### src/rtl/booth_multiplier_pkg.sv
// booth_multiplier_pkg
// Shared definitions for the sequential Booth multiplier:
//   - FSM state encodings (state_t)
//   - Booth step operation encodings (booth_op_t)
//   - operand width and number of Booth steps
package booth_multiplier_pkg;

  localparam int MULT_WIDTH = 32;
  localparam int MULT_STEPS = 32;

  typedef enum logic [1:0] {
    ST_IDLE = 2'd0,
    ST_RUN  = 2'd1,
    ST_DONE = 2'd2
  } state_t;

  typedef enum logic [1:0] {
    OP_NOP = 2'd0,
    OP_ADD = 2'd1,
    OP_SUB = 2'd2
  } booth_op_t;

endpackage

### src/rtl/booth_multiplier_step_decode.sv
// booth_step_decode
// Combinational radix-2 Booth recoder.
// Ports:
//   pair   : {lo[0], q} of the product register
//   op     : selected Booth operation
//   b_inv  : select ~M as the adder B operand (subtract)
//   c0     : adder carry in (1 for subtract, completing two's complement)
//   add_en : the adder result is used this step
module booth_step_decode
  import booth_multiplier_pkg::*;
(
  input  logic [1:0] pair,
  output booth_op_t  op,
  output logic       b_inv,
  output logic       c0,
  output logic       add_en
);

  always_comb begin
    op = OP_NOP;
    case (pair)
      2'b01:   op = OP_ADD;
      2'b10:   op = OP_SUB;
      default: op = OP_NOP;
    endcase
    b_inv  = (op == OP_SUB);
    c0     = (op == OP_SUB);
    add_en = (op != OP_NOP);
  end

endmodule

### src/rtl/two_level_carry_lookahead.sv
// two_level_carry_lookahead
// The ALU's 32-bit adder: 4-bit carry-lookahead groups, with a second
// lookahead level producing the carry into each group.
// Ports:
//   a, b  : 32-bit addends
//   c0    : carry in
//   sum   : 32-bit sum
//   c32   : carry out of bit 31
module two_level_carry_lookahead (
  input  logic [31:0] a,
  input  logic [31:0] b,
  input  logic        c0,
  output logic [31:0] sum,
  output logic        c32
);

  logic [31:0] g;
  logic [31:0] p;
  logic [31:0] c;
  logic [7:0]  gg;
  logic [7:0]  gp;
  logic [8:0]  gc;

  always_comb begin
    g = a & b;
    p = a ^ b;
    // First level: group generate / propagate per 4-bit group.
    for (int k = 0; k < 8; k++) begin
      gg[k] = g[4*k+3]
            | (p[4*k+3] & g[4*k+2])
            | (p[4*k+3] & p[4*k+2] & g[4*k+1])
            | (p[4*k+3] & p[4*k+2] & p[4*k+1] & g[4*k]);
      gp[k] = &p[4*k +: 4];
    end
    // Second level: carry into each group.
    gc[0] = c0;
    for (int k = 0; k < 8; k++) begin
      gc[k+1] = gg[k] | (gp[k] & gc[k]);
    end
    // Carries inside each group from the group carry-in.
    for (int k = 0; k < 8; k++) begin
      c[4*k]   = gc[k];
      c[4*k+1] = g[4*k]   | (p[4*k]   & gc[k]);
      c[4*k+2] = g[4*k+1] | (p[4*k+1] & g[4*k])   | (p[4*k+1] & p[4*k]   & gc[k]);
      c[4*k+3] = g[4*k+2] | (p[4*k+2] & g[4*k+1]) | (p[4*k+2] & p[4*k+1] & g[4*k])
               | (p[4*k+2] & p[4*k+1] & p[4*k] & gc[k]);
    end
    sum = p ^ c;
    c32 = gc[8];
  end

endmodule

### src/rtl/booth_multiplier.sv
// booth_multiplier
// Sequential 32x32 signed radix-2 Booth multiplier, one step per clock,
// using the ALU's two_level_carry_lookahead adder for every add/subtract.
// Handshake: ctrl_MULT is a start strobe sampled only in IDLE (ignored while
// busy); data_resultRDY pulses for exactly one cycle when data_result and
// data_exception become valid, and both are held until the next completion.
// Ports:
//   clock, reset     : clock, asynchronous active-high reset
//   data_operandA/B  : signed multiplicand / multiplier, sampled on start
//   ctrl_MULT        : start strobe
//   data_result      : low 32 bits of the product
//   data_exception   : product does not fit in signed 32 bits
//   data_resultRDY   : one-cycle result-valid pulse
//   busy             : high in RUN and DONE
//   dbg_state        : current FSM state
// Optional build macro BOOTH_EARLY_EXIT_EN: finish with one arithmetic shift
// once the remaining multiplier bits (and q) are all equal.
module booth_multiplier
  import booth_multiplier_pkg::*;
#(
  parameter int WIDTH = MULT_WIDTH,
  parameter int CNT_W = 6
) (
  input  logic             clock,
  input  logic             reset,
  input  logic [WIDTH-1:0] data_operandA,
  input  logic [WIDTH-1:0] data_operandB,
  input  logic             ctrl_MULT,
  output logic [WIDTH-1:0] data_result,
  output logic             data_exception,
  output logic             data_resultRDY,
  output logic             busy,
  output logic [1:0]       dbg_state
);

  state_t             state_q, state_d;
  logic [CNT_W-1:0]   cnt_q, cnt_d;
  logic [WIDTH-1:0]   hi_q, hi_d, lo_q, lo_d, m_q, m_d;
  logic               q_q, q_d;
  logic [WIDTH-1:0]   result_q, result_d;
  logic               exc_q, exc_d, rdy_q, rdy_d;

  booth_op_t          op;
  logic               b_inv, c0, add_en, c32, sum_msb, early_exit;
  logic [WIDTH-1:0]   adder_b, adder_sum, step_sum;
  logic [2*WIDTH:0]   step_prod;

  booth_step_decode u_decode (
    .pair   ({lo_q[0], q_q}),
    .op     (op),
    .b_inv  (b_inv),
    .c0     (c0),
    .add_en (add_en)
  );

  two_level_carry_lookahead u_adder (
    .a   (hi_q),
    .b   (adder_b),
    .c0  (c0),
    .sum (adder_sum),
    .c32 (c32)
  );

  always_comb begin
    adder_b  = add_en ? (b_inv ? ~m_q : m_q) : '0;
    step_sum = add_en ? adder_sum : hi_q;
    // True 33rd sum bit, so an overflowing add still shifts in the right sign.
    sum_msb  = add_en ? (hi_q[WIDTH-1] ^ adder_b[WIDTH-1] ^ c32) : hi_q[WIDTH-1];
    step_prod = {sum_msb, step_sum, lo_q};
  end

`ifdef BOOTH_EARLY_EXIT_EN
  logic [WIDTH:0]   rem_mask, rem_bits;
  logic [2*WIDTH:0] exit_prod;
  always_comb begin
    // Unprocessed multiplier bits are lo[WIDTH-1-cnt:0]; q sits below them.
    rem_mask   = {(WIDTH+1){1'b1}} >> cnt_q;
    rem_bits   = {lo_q, q_q} & rem_mask;
    early_exit = (state_q == ST_RUN) && ((rem_bits == '0) || (rem_bits == rem_mask));
    exit_prod  = $signed({hi_q, lo_q, q_q}) >>> (7'(WIDTH) - 7'(cnt_q));
  end
`else
  assign early_exit = 1'b0;
`endif

  // State and datapath registers.
  always_ff @(posedge clock or posedge reset) begin
    if (reset) begin
      state_q  <= ST_IDLE;
      cnt_q    <= '0;
      hi_q     <= '0;
      lo_q     <= '0;
      q_q      <= 1'b0;
      m_q      <= '0;
      result_q <= '0;
      exc_q    <= 1'b0;
      rdy_q    <= 1'b0;
    end else begin
      state_q  <= state_d;
      cnt_q    <= cnt_d;
      hi_q     <= hi_d;
      lo_q     <= lo_d;
      q_q      <= q_d;
      m_q      <= m_d;
      result_q <= result_d;
      exc_q    <= exc_d;
      rdy_q    <= rdy_d;
    end
  end

  // Next-state logic.
  always_comb begin
    state_d = state_q;
    case (state_q)
      ST_IDLE: if (ctrl_MULT) state_d = ST_RUN;
      ST_RUN:  if ((cnt_q == CNT_W'(MULT_STEPS - 1)) || early_exit) state_d = ST_DONE;
      ST_DONE: state_d = ST_IDLE;
      default: state_d = ST_IDLE;
    endcase
  end

  // Datapath and output next values.
  always_comb begin
    cnt_d    = cnt_q;
    hi_d     = hi_q;
    lo_d     = lo_q;
    q_d      = q_q;
    m_d      = m_q;
    result_d = result_q;
    exc_d    = exc_q;
    rdy_d    = 1'b0;
    case (state_q)
      ST_IDLE: begin
        if (ctrl_MULT) begin
          hi_d  = '0;
          lo_d  = data_operandB;
          q_d   = 1'b0;
          m_d   = data_operandA;
          cnt_d = '0;
        end
      end
      ST_RUN: begin
        cnt_d = cnt_q + 1'b1;
`ifdef BOOTH_EARLY_EXIT_EN
        if (early_exit) {hi_d, lo_d, q_d} = exit_prod;
        else            {hi_d, lo_d, q_d} = step_prod;
`else
        {hi_d, lo_d, q_d} = step_prod;
`endif
      end
      ST_DONE: begin
        result_d = lo_q;
        exc_d    = (hi_q != {WIDTH{lo_q[WIDTH-1]}});
        rdy_d    = 1'b1;
      end
      default: ;
    endcase
  end

  always_comb begin
    data_result    = result_q;
    data_exception = exc_q;
    data_resultRDY = rdy_q;
    busy           = (state_q != ST_IDLE);
    dbg_state      = state_q;
  end

endmodule

### config.mk
export PLATFORM = sky130hd
export DESIGN_NAME = booth_multiplier
export DESIGN_NICKNAME = d
export VERILOG_FILES = /design/src/rtl/booth_multiplier_pkg.sv /design/src/rtl/booth_multiplier_step_decode.sv /design/src/rtl/two_level_carry_lookahead.sv /design/src/rtl/booth_multiplier.sv
export SDC_FILE = /design/constraint.sdc
export NUM_CORES = 1
export LEC_CHECK = 0
export CAP_MARGIN = 15
export CORE_ASPECT_RATIO = 0.9
export CORE_MARGIN = 1
export CORE_UTILIZATION = 40
export DETAILED_ROUTE_END_ITERATION = 16
export GPL_ROUTABILITY_DRIVEN = 1
export PLACE_DENSITY_LB_ADDON = 0.2
export SYNTH_ARGS = -nofsm -noshare
export SYNTH_HDL_FRONTEND = slang
export SYNTH_SLANG_ARGS = --single-unit
### constraint.sdc
create_clock -name clock -period 5.3 [get_ports clock]
set_input_delay 1.06 -clock clock [delete_from_list [all_inputs] [get_ports clock]]
set_output_delay 1.06 -clock clock [all_outputs]
set_load 0.01 [all_outputs]
==> results of run 1 <==
## area by class of cell
class                   count  area share (%)
repair buffers            114            11.8
multi-input cells         618            41.3
flip-flops and latches    139            36.7
clock inverters            13            1.64
clock buffers              19            4.78
inverters                  12           0.529
well taps                 245            3.24
## Yosys cell counts, types with 12 or more instances
library cell | count | area share [%]
nand2_1 | 165 | 8.2
dfrtp_1 | 139 | 46
nor2_1 | 74 | 3.7
nand3_1 | 48 | 3.2
clkbuf_1 | 42 | 2.1
xnor2_1 | 41 | 4.7
ha_1 | 34 | 5.6
o21ai_0 | 34 | 2.2
mux2_2 | 33 | 4.9
a21oi_1 | 32 | 2.1
a22oi_1 | 25 | 2.5
inv_1 | 12 | 0.59
## power by group
part           internal [mW]  switching [mW]
registers               1.43           0.386
logic                   1.32            1.62
clock network          0.731           0.498
## routing by layer
metal  global-route usage (%)  vias to the layer above
met5                        0                        -
met4                     5.04                        0
met3                     5.00                        8
met2                     28.9                      122
met1                     28.1                     2933
li1                         -                     3002
## worst min-delay path by stage
stage                                 to
floorplan           cnt_q[5]$_DFFE_PP0P_
global placement    cnt_q[5]$_DFFE_PP0P_
detailed placement  cnt_q[5]$_DFFE_PP0P_
CTS                 cnt_q[5]$_DFFE_PP0P_
global route        cnt_q[5]$_DFFE_PP0P_
finish              cnt_q[5]$_DFFE_PP0P_
## state kept, by name, indices dropped and copies added (netlist names)
signal and cells:
data_result 32, data_exception 1, m_q 32, q_q 1, hi_q 32, cnt_q 6, data_resultRDY 1, lo_q 32
dbg_state 2
## critical path, delay by kind of cell, from the launching register on
| kind | cells | cell delay, ps |
|---|---|---|
| AOI/OAI and AO/OA | 8 | 1440 |
| xor gates and xnor gates | 2 | 320 |
| adders and majority gates | 3 | 1220 |
| buffers and inverters | 2 | 490 |
| DFF | 1 | 360 |
| and+or+nand+nor | 2 | 110 |
## cell families after synthesis
group                      after synthesis  share of synthesized area, %
adders and majority gates               42                          7.71
AOI/OAI and AO/OA                      146                          12.5
xor gates and xnor gates                52                          6.00
DFF                                    139                          45.8
and+or+nand+nor                        336                          18.9
muxes                                   42                          6.08
buffers and inverters                   60                          3.06
==> results.yml, run 1 <==
status:
  outcome: "completed"
clock_network:
  cts_buffer_depth: 2
  worstSkewPairLatency_ps: 430
  cts_max_level: 4
  cts_setup_buffers: 0
  numCtsBuffers: 17
  clk_pin_slew_worst_paths_ps: 70
  cts_root_buf: "clkbuf_16"
  hold_buffers: 0
  cts_resized: 0
  cts_tree: "done"
  clock-sinks: 139
logic_synthesis:
  syn_nets: 926
  ys_ff_latch: 139
  seq_area_frac_synth_pct: 45.8
  synth_cell_types: 50
  avgSynthCellArea_um2: 9.30
  ys.flop_type: "dfrtp_1"
  synth_area_um2: 7590
  synth_edf_count: 0
  yosysWarnings: 0
  synthCells: 817
  synth-async-reset-ratio_pct: 100
routing:
  drc_errors: 0
  vias: 6065
  drtIter0Drc: 453
  met1_length_um: 9150
  wl_met2_um: 7700
  via_per_inst: 5.23
  highest_layer: "met4"
  wl_met3_um: 754
  routed_wl_um: 17700
  first_pass_iters: 5
  antenna_left: 0
  wire_per_inst_um: 15.3
power:
  peakVddDrop_mv: 0.344
  p_leak_nw: 4.05
  fin_total_pwr_mw: 5.99
  powerDensity_nw_per_um2: 632
timing:
  grt_setup_unrepaired: "no"
  setup_ws_ps: 1210
  hold_viol_final: 0
  slew_headroom_pct: 28.0
  worst-slew-pin-transition_ps: 1080
  fin_tns_setup_ps: 0
  holdWs_ps: 490
  post-route-period-util_pct: 77.2
  setup_violations: 0
  fmax_ghz: 0.244
  skew_ps: 7.96
  min_period_ps: 4090
  final_max_slew_viol_count: 0
setup_path:
  r2r-start: "q_q$_DFFE_PP0P_"
  path_max_fanout: 22
  cp.required_ps: 5580
  crit_path_start_kind: "register"
  slowest_delay_ps: 440
  crit_type: "reg -> reg"
  crit_path_top_delay_cell: "ha_2"
  r2r_end: "hi_q[12]$_DFFE_PP0P_"
  regToRegSetupSlack_ps: 1210
  worstRegToRegCells: 17
  crit_path_end_kind: "register"
  arrival_ps: 4370
  crit_chain: "inv_1, ha_2, buf_4, xnor2_1, nor2_1, ha_1, a21oi_1, o21ai_0, a21oi_1, o21ai_0, a21o_1, a21o_1, fa_1, xnor2_1, nor2_1, a21oi_1, o21ai_0"
  crit_start: "q_q$_DFFE_PP0P_"
  crit_path_end: "hi_q[12]$_DFFE_PP0P_"
floorplanning:
  fp.dieH_um: 133
  fp.dieW_um: 147
  row_count: 47
  ioPinCount: 104
  die_area_um2: 19500
  core-area_um2: 18500
  start_util_pct: 41.1
layout:
  seq_area_um2: 3480
  final_core_util_pct: 51.3
  final_common_cell: "nand2_1"
  multiInputGateArea_um2: 3910
  fin_cells: 1160
  syn_to_final_growth_pct: 24.6
  diodes: 0
  final_area_um2: 9470
  drive_gt1_share_pct: 10.2
  num-fill-cells: 1733
  nets: 1011
  final_cell_mix: "164 x nand2_1, 139 x dfrtp_1, 103 x clkdlybuf4s50_1"
place:
  io_buffers: 103
  gp_congestion: 0.836
  place_area_um2: 8860
  dp_hpwl_um: 11800
  dp_cells: 1128
  dp_slack_ps: 1250
global_routing:
  grt_pass1_wl_um: 30100
  grt_overflow: 0
  grt_pass1_vias: 5823
  grt_use_total_pct: 19.4
  grt_max_degree: 98
  antenna_found_initial: 0
hold_path:
  holdCritPathClass: "reg -> reg"
  min_delay_path_depth: 1
  worstHoldStart: "cnt_q[5]$_DFFE_PP0P_"
run:
  maxCapViolations: 0
(Power assumes the default switching activity.)
==> inputs of run 2 (changes only) <==
==> constraint.sdc (replaced) <==
create_clock -name clock -period 4.12 [get_ports clock]
set_input_delay 0.824 -clock clock [delete_from_list [all_inputs] [get_ports clock]]
set_output_delay 0.824 -clock clock [all_outputs]
set_load 0.01 [all_outputs]
==> results.yml, run 2 (synthesis gave the netlist of run 1 again) <==
setup_path:
  arrival_ps: 3940
  crit_chain: "inv_1, ha_4, buf_4, xnor2_1, nor2_1, ha_1, nand4_1, o22ai_1, a211oi_2, o21ai_2, a311o_1, fa_1, xnor2_1, nor2_1, a21oi_1, o21ai_0"
  cp.required_ps: 4400
  crit_path_top_delay_cell: "fa_1"
  crit_type: "reg -> reg"
  crit_path_start_kind: "register"
  crit_path_end_kind: "register"
  crit_buf_inv: 2
  slowest_delay_ps: 420
  crit_start: "q_q$_DFFE_PP0P_"
  r2r-start: "q_q$_DFFE_PP0P_"
  path_max_fanout: 19
  cp_top_family: "compound AO/OA/AOI/OAI gates"
timing:
  hold_viol_final: 0
  worst-slew-pin-transition_ps: 1050
  fmax_ghz: 0.274
  post-route-period-util_pct: 88.7
  fin_tns_setup_ps: 0
  slew_headroom_pct: 29.8
  setup_violations: 0
  min_period_ps: 3650
  final_max_slew_viol_count: 0
  skew_ps: 9.33
  setup_ws_ps: 465
  grt_setup_unrepaired: "no"
hold_path:
  holdCritPathClass: "reg -> reg"
  worstHoldStart: "cnt_q[5]$_DFFE_PP0P_"
layout:
  final_area_um2: 9550
  diodes: 0
  nets: 1019
  final_cell_mix: "164 x nand2_1, 139 x dfrtp_1, 103 x clkdlybuf4s50_1"
  drive_gt1_share_pct: 10.9
  syn_to_final_growth_pct: 25.7
  final_common_cell: "nand2_1"
  num-fill-cells: 1710
  fin_cells: 1168
global_routing:
  grt_overflow: 0
  grt_pass1_wl_um: 30300
  antenna_found_initial: 0
  grt_max_degree: 43
  grt_use_total_pct: 19.5
  grt_pass1_vias: 5889
floorplanning:
  ioPinCount: 104
  row_count: 47
  fp.dieW_um: 147
  core-area_um2: 18500
  fp.dieH_um: 133
  die_area_um2: 19500
  start_util_pct: 41.1
routing:
  drc_errors: 0
  wire_per_inst_um: 15.3
  antenna_left: 0
  routed_wl_um: 17900
  first_pass_iters: 5
  drtIter0Drc: 439
  vias: 6039
  via_per_inst: 5.17
clock_network:
  cts_root_buf: "clkbuf_16"
  cts_buffer_depth: 2
  clock-sinks: 139
  cts_setup_buffers: 0
  numCtsBuffers: 17
  clk_pin_slew_worst_paths_ps: 60
  worstSkewPairLatency_ps: 430
  cts_tree: "done"
  cts_max_level: 4
place:
  dp_slack_ps: 276
  dp_hpwl_um: 12300
  io_buffers: 103
  place_area_um2: 8950
  gp_congestion: 0.844
  dp_cells: 1136
status:
  outcome: "completed"
power:
  powerDensity_nw_per_um2: 812
  peakVddDrop_mv: 0.356
  p_leak_nw: 4.09
run:
  maxCapViolations: 0
==> run 2: worst reg2reg max path, delay by kind of cell (launching register included) <==
kind	cells	cell delay [ps]
adder cells (fa/ha/maj)	3	1060
buffers and inverters	2	360
XOR/XNOR	2	230
flip-flops	1	360
AND/OR/NAND/NOR	3	340
AO/OA/AOI/OAI	6	1180
==> run 2: final cells by class <==
class                   count  area, um^2  area share [%]
multi-input cells         618        3920            41.1
flip-flops and latches    139        3480            36.4
repair buffers            122        1210            12.7
clock buffers              17         425            4.46
well taps                 245         307            3.21
clock inverters            15         155            1.63
inverters                  12        48.8           0.511
==> run 2: worst paths after layout <==
check,slack (ps),cells past startpoint,to
worst max-delay path,470,16,hi_q[24]$_DFFE_PP0P_
worst min-delay path,490,1,cnt_q[5]$_DFFE_PP0P_
worst max register to register,470,16,hi_q[24]$_DFFE_PP0P_
worst min register to register,490,1,cnt_q[5]$_DFFE_PP0P_
max in group asynchronous,2340,3,data_result[31]$_DFFE_PP0P_
min in group asynchronous,910,2,lo_q[26]$_DFFE_PP0P_
==> run 2: metrics by stage <==
stage	utilization [%]	power [mW]	hold WS [ps]
floorplan	-	5.25	448
global placement	48.5	6.15	472
detailed placement	48.5	6.22	484
CTS	51.6	7.78	494
global route	51.7	8.47	518
finish	51.7	7.75	493
==> run 2: layer usage <==
metal	wire (um)	up-vias	GRT usage [%]
met2	7990	123	28.4
met1	9020	2885	29.0
met4	122	0	4.93
li1	-	3024	-
met3	771	7	4.55
met5	0	-	0
==> run 2: power by group <==
group | switching, mW | leakage [nW] | total, mW | internal, mW
logic | 2.11 | 2.21 | 3.91 | 1.81
clock network | 0.656 | 0.273 | 1.51 | 0.853
registers | 0.492 | 1.60 | 2.33 | 1.84
==> run 2: what timing repair did <==
action | in CTS | in global routing
setup endpoints to repair | 0 | 2
hold buffers | 0 | 0
gates resized for setup | 0 | 1
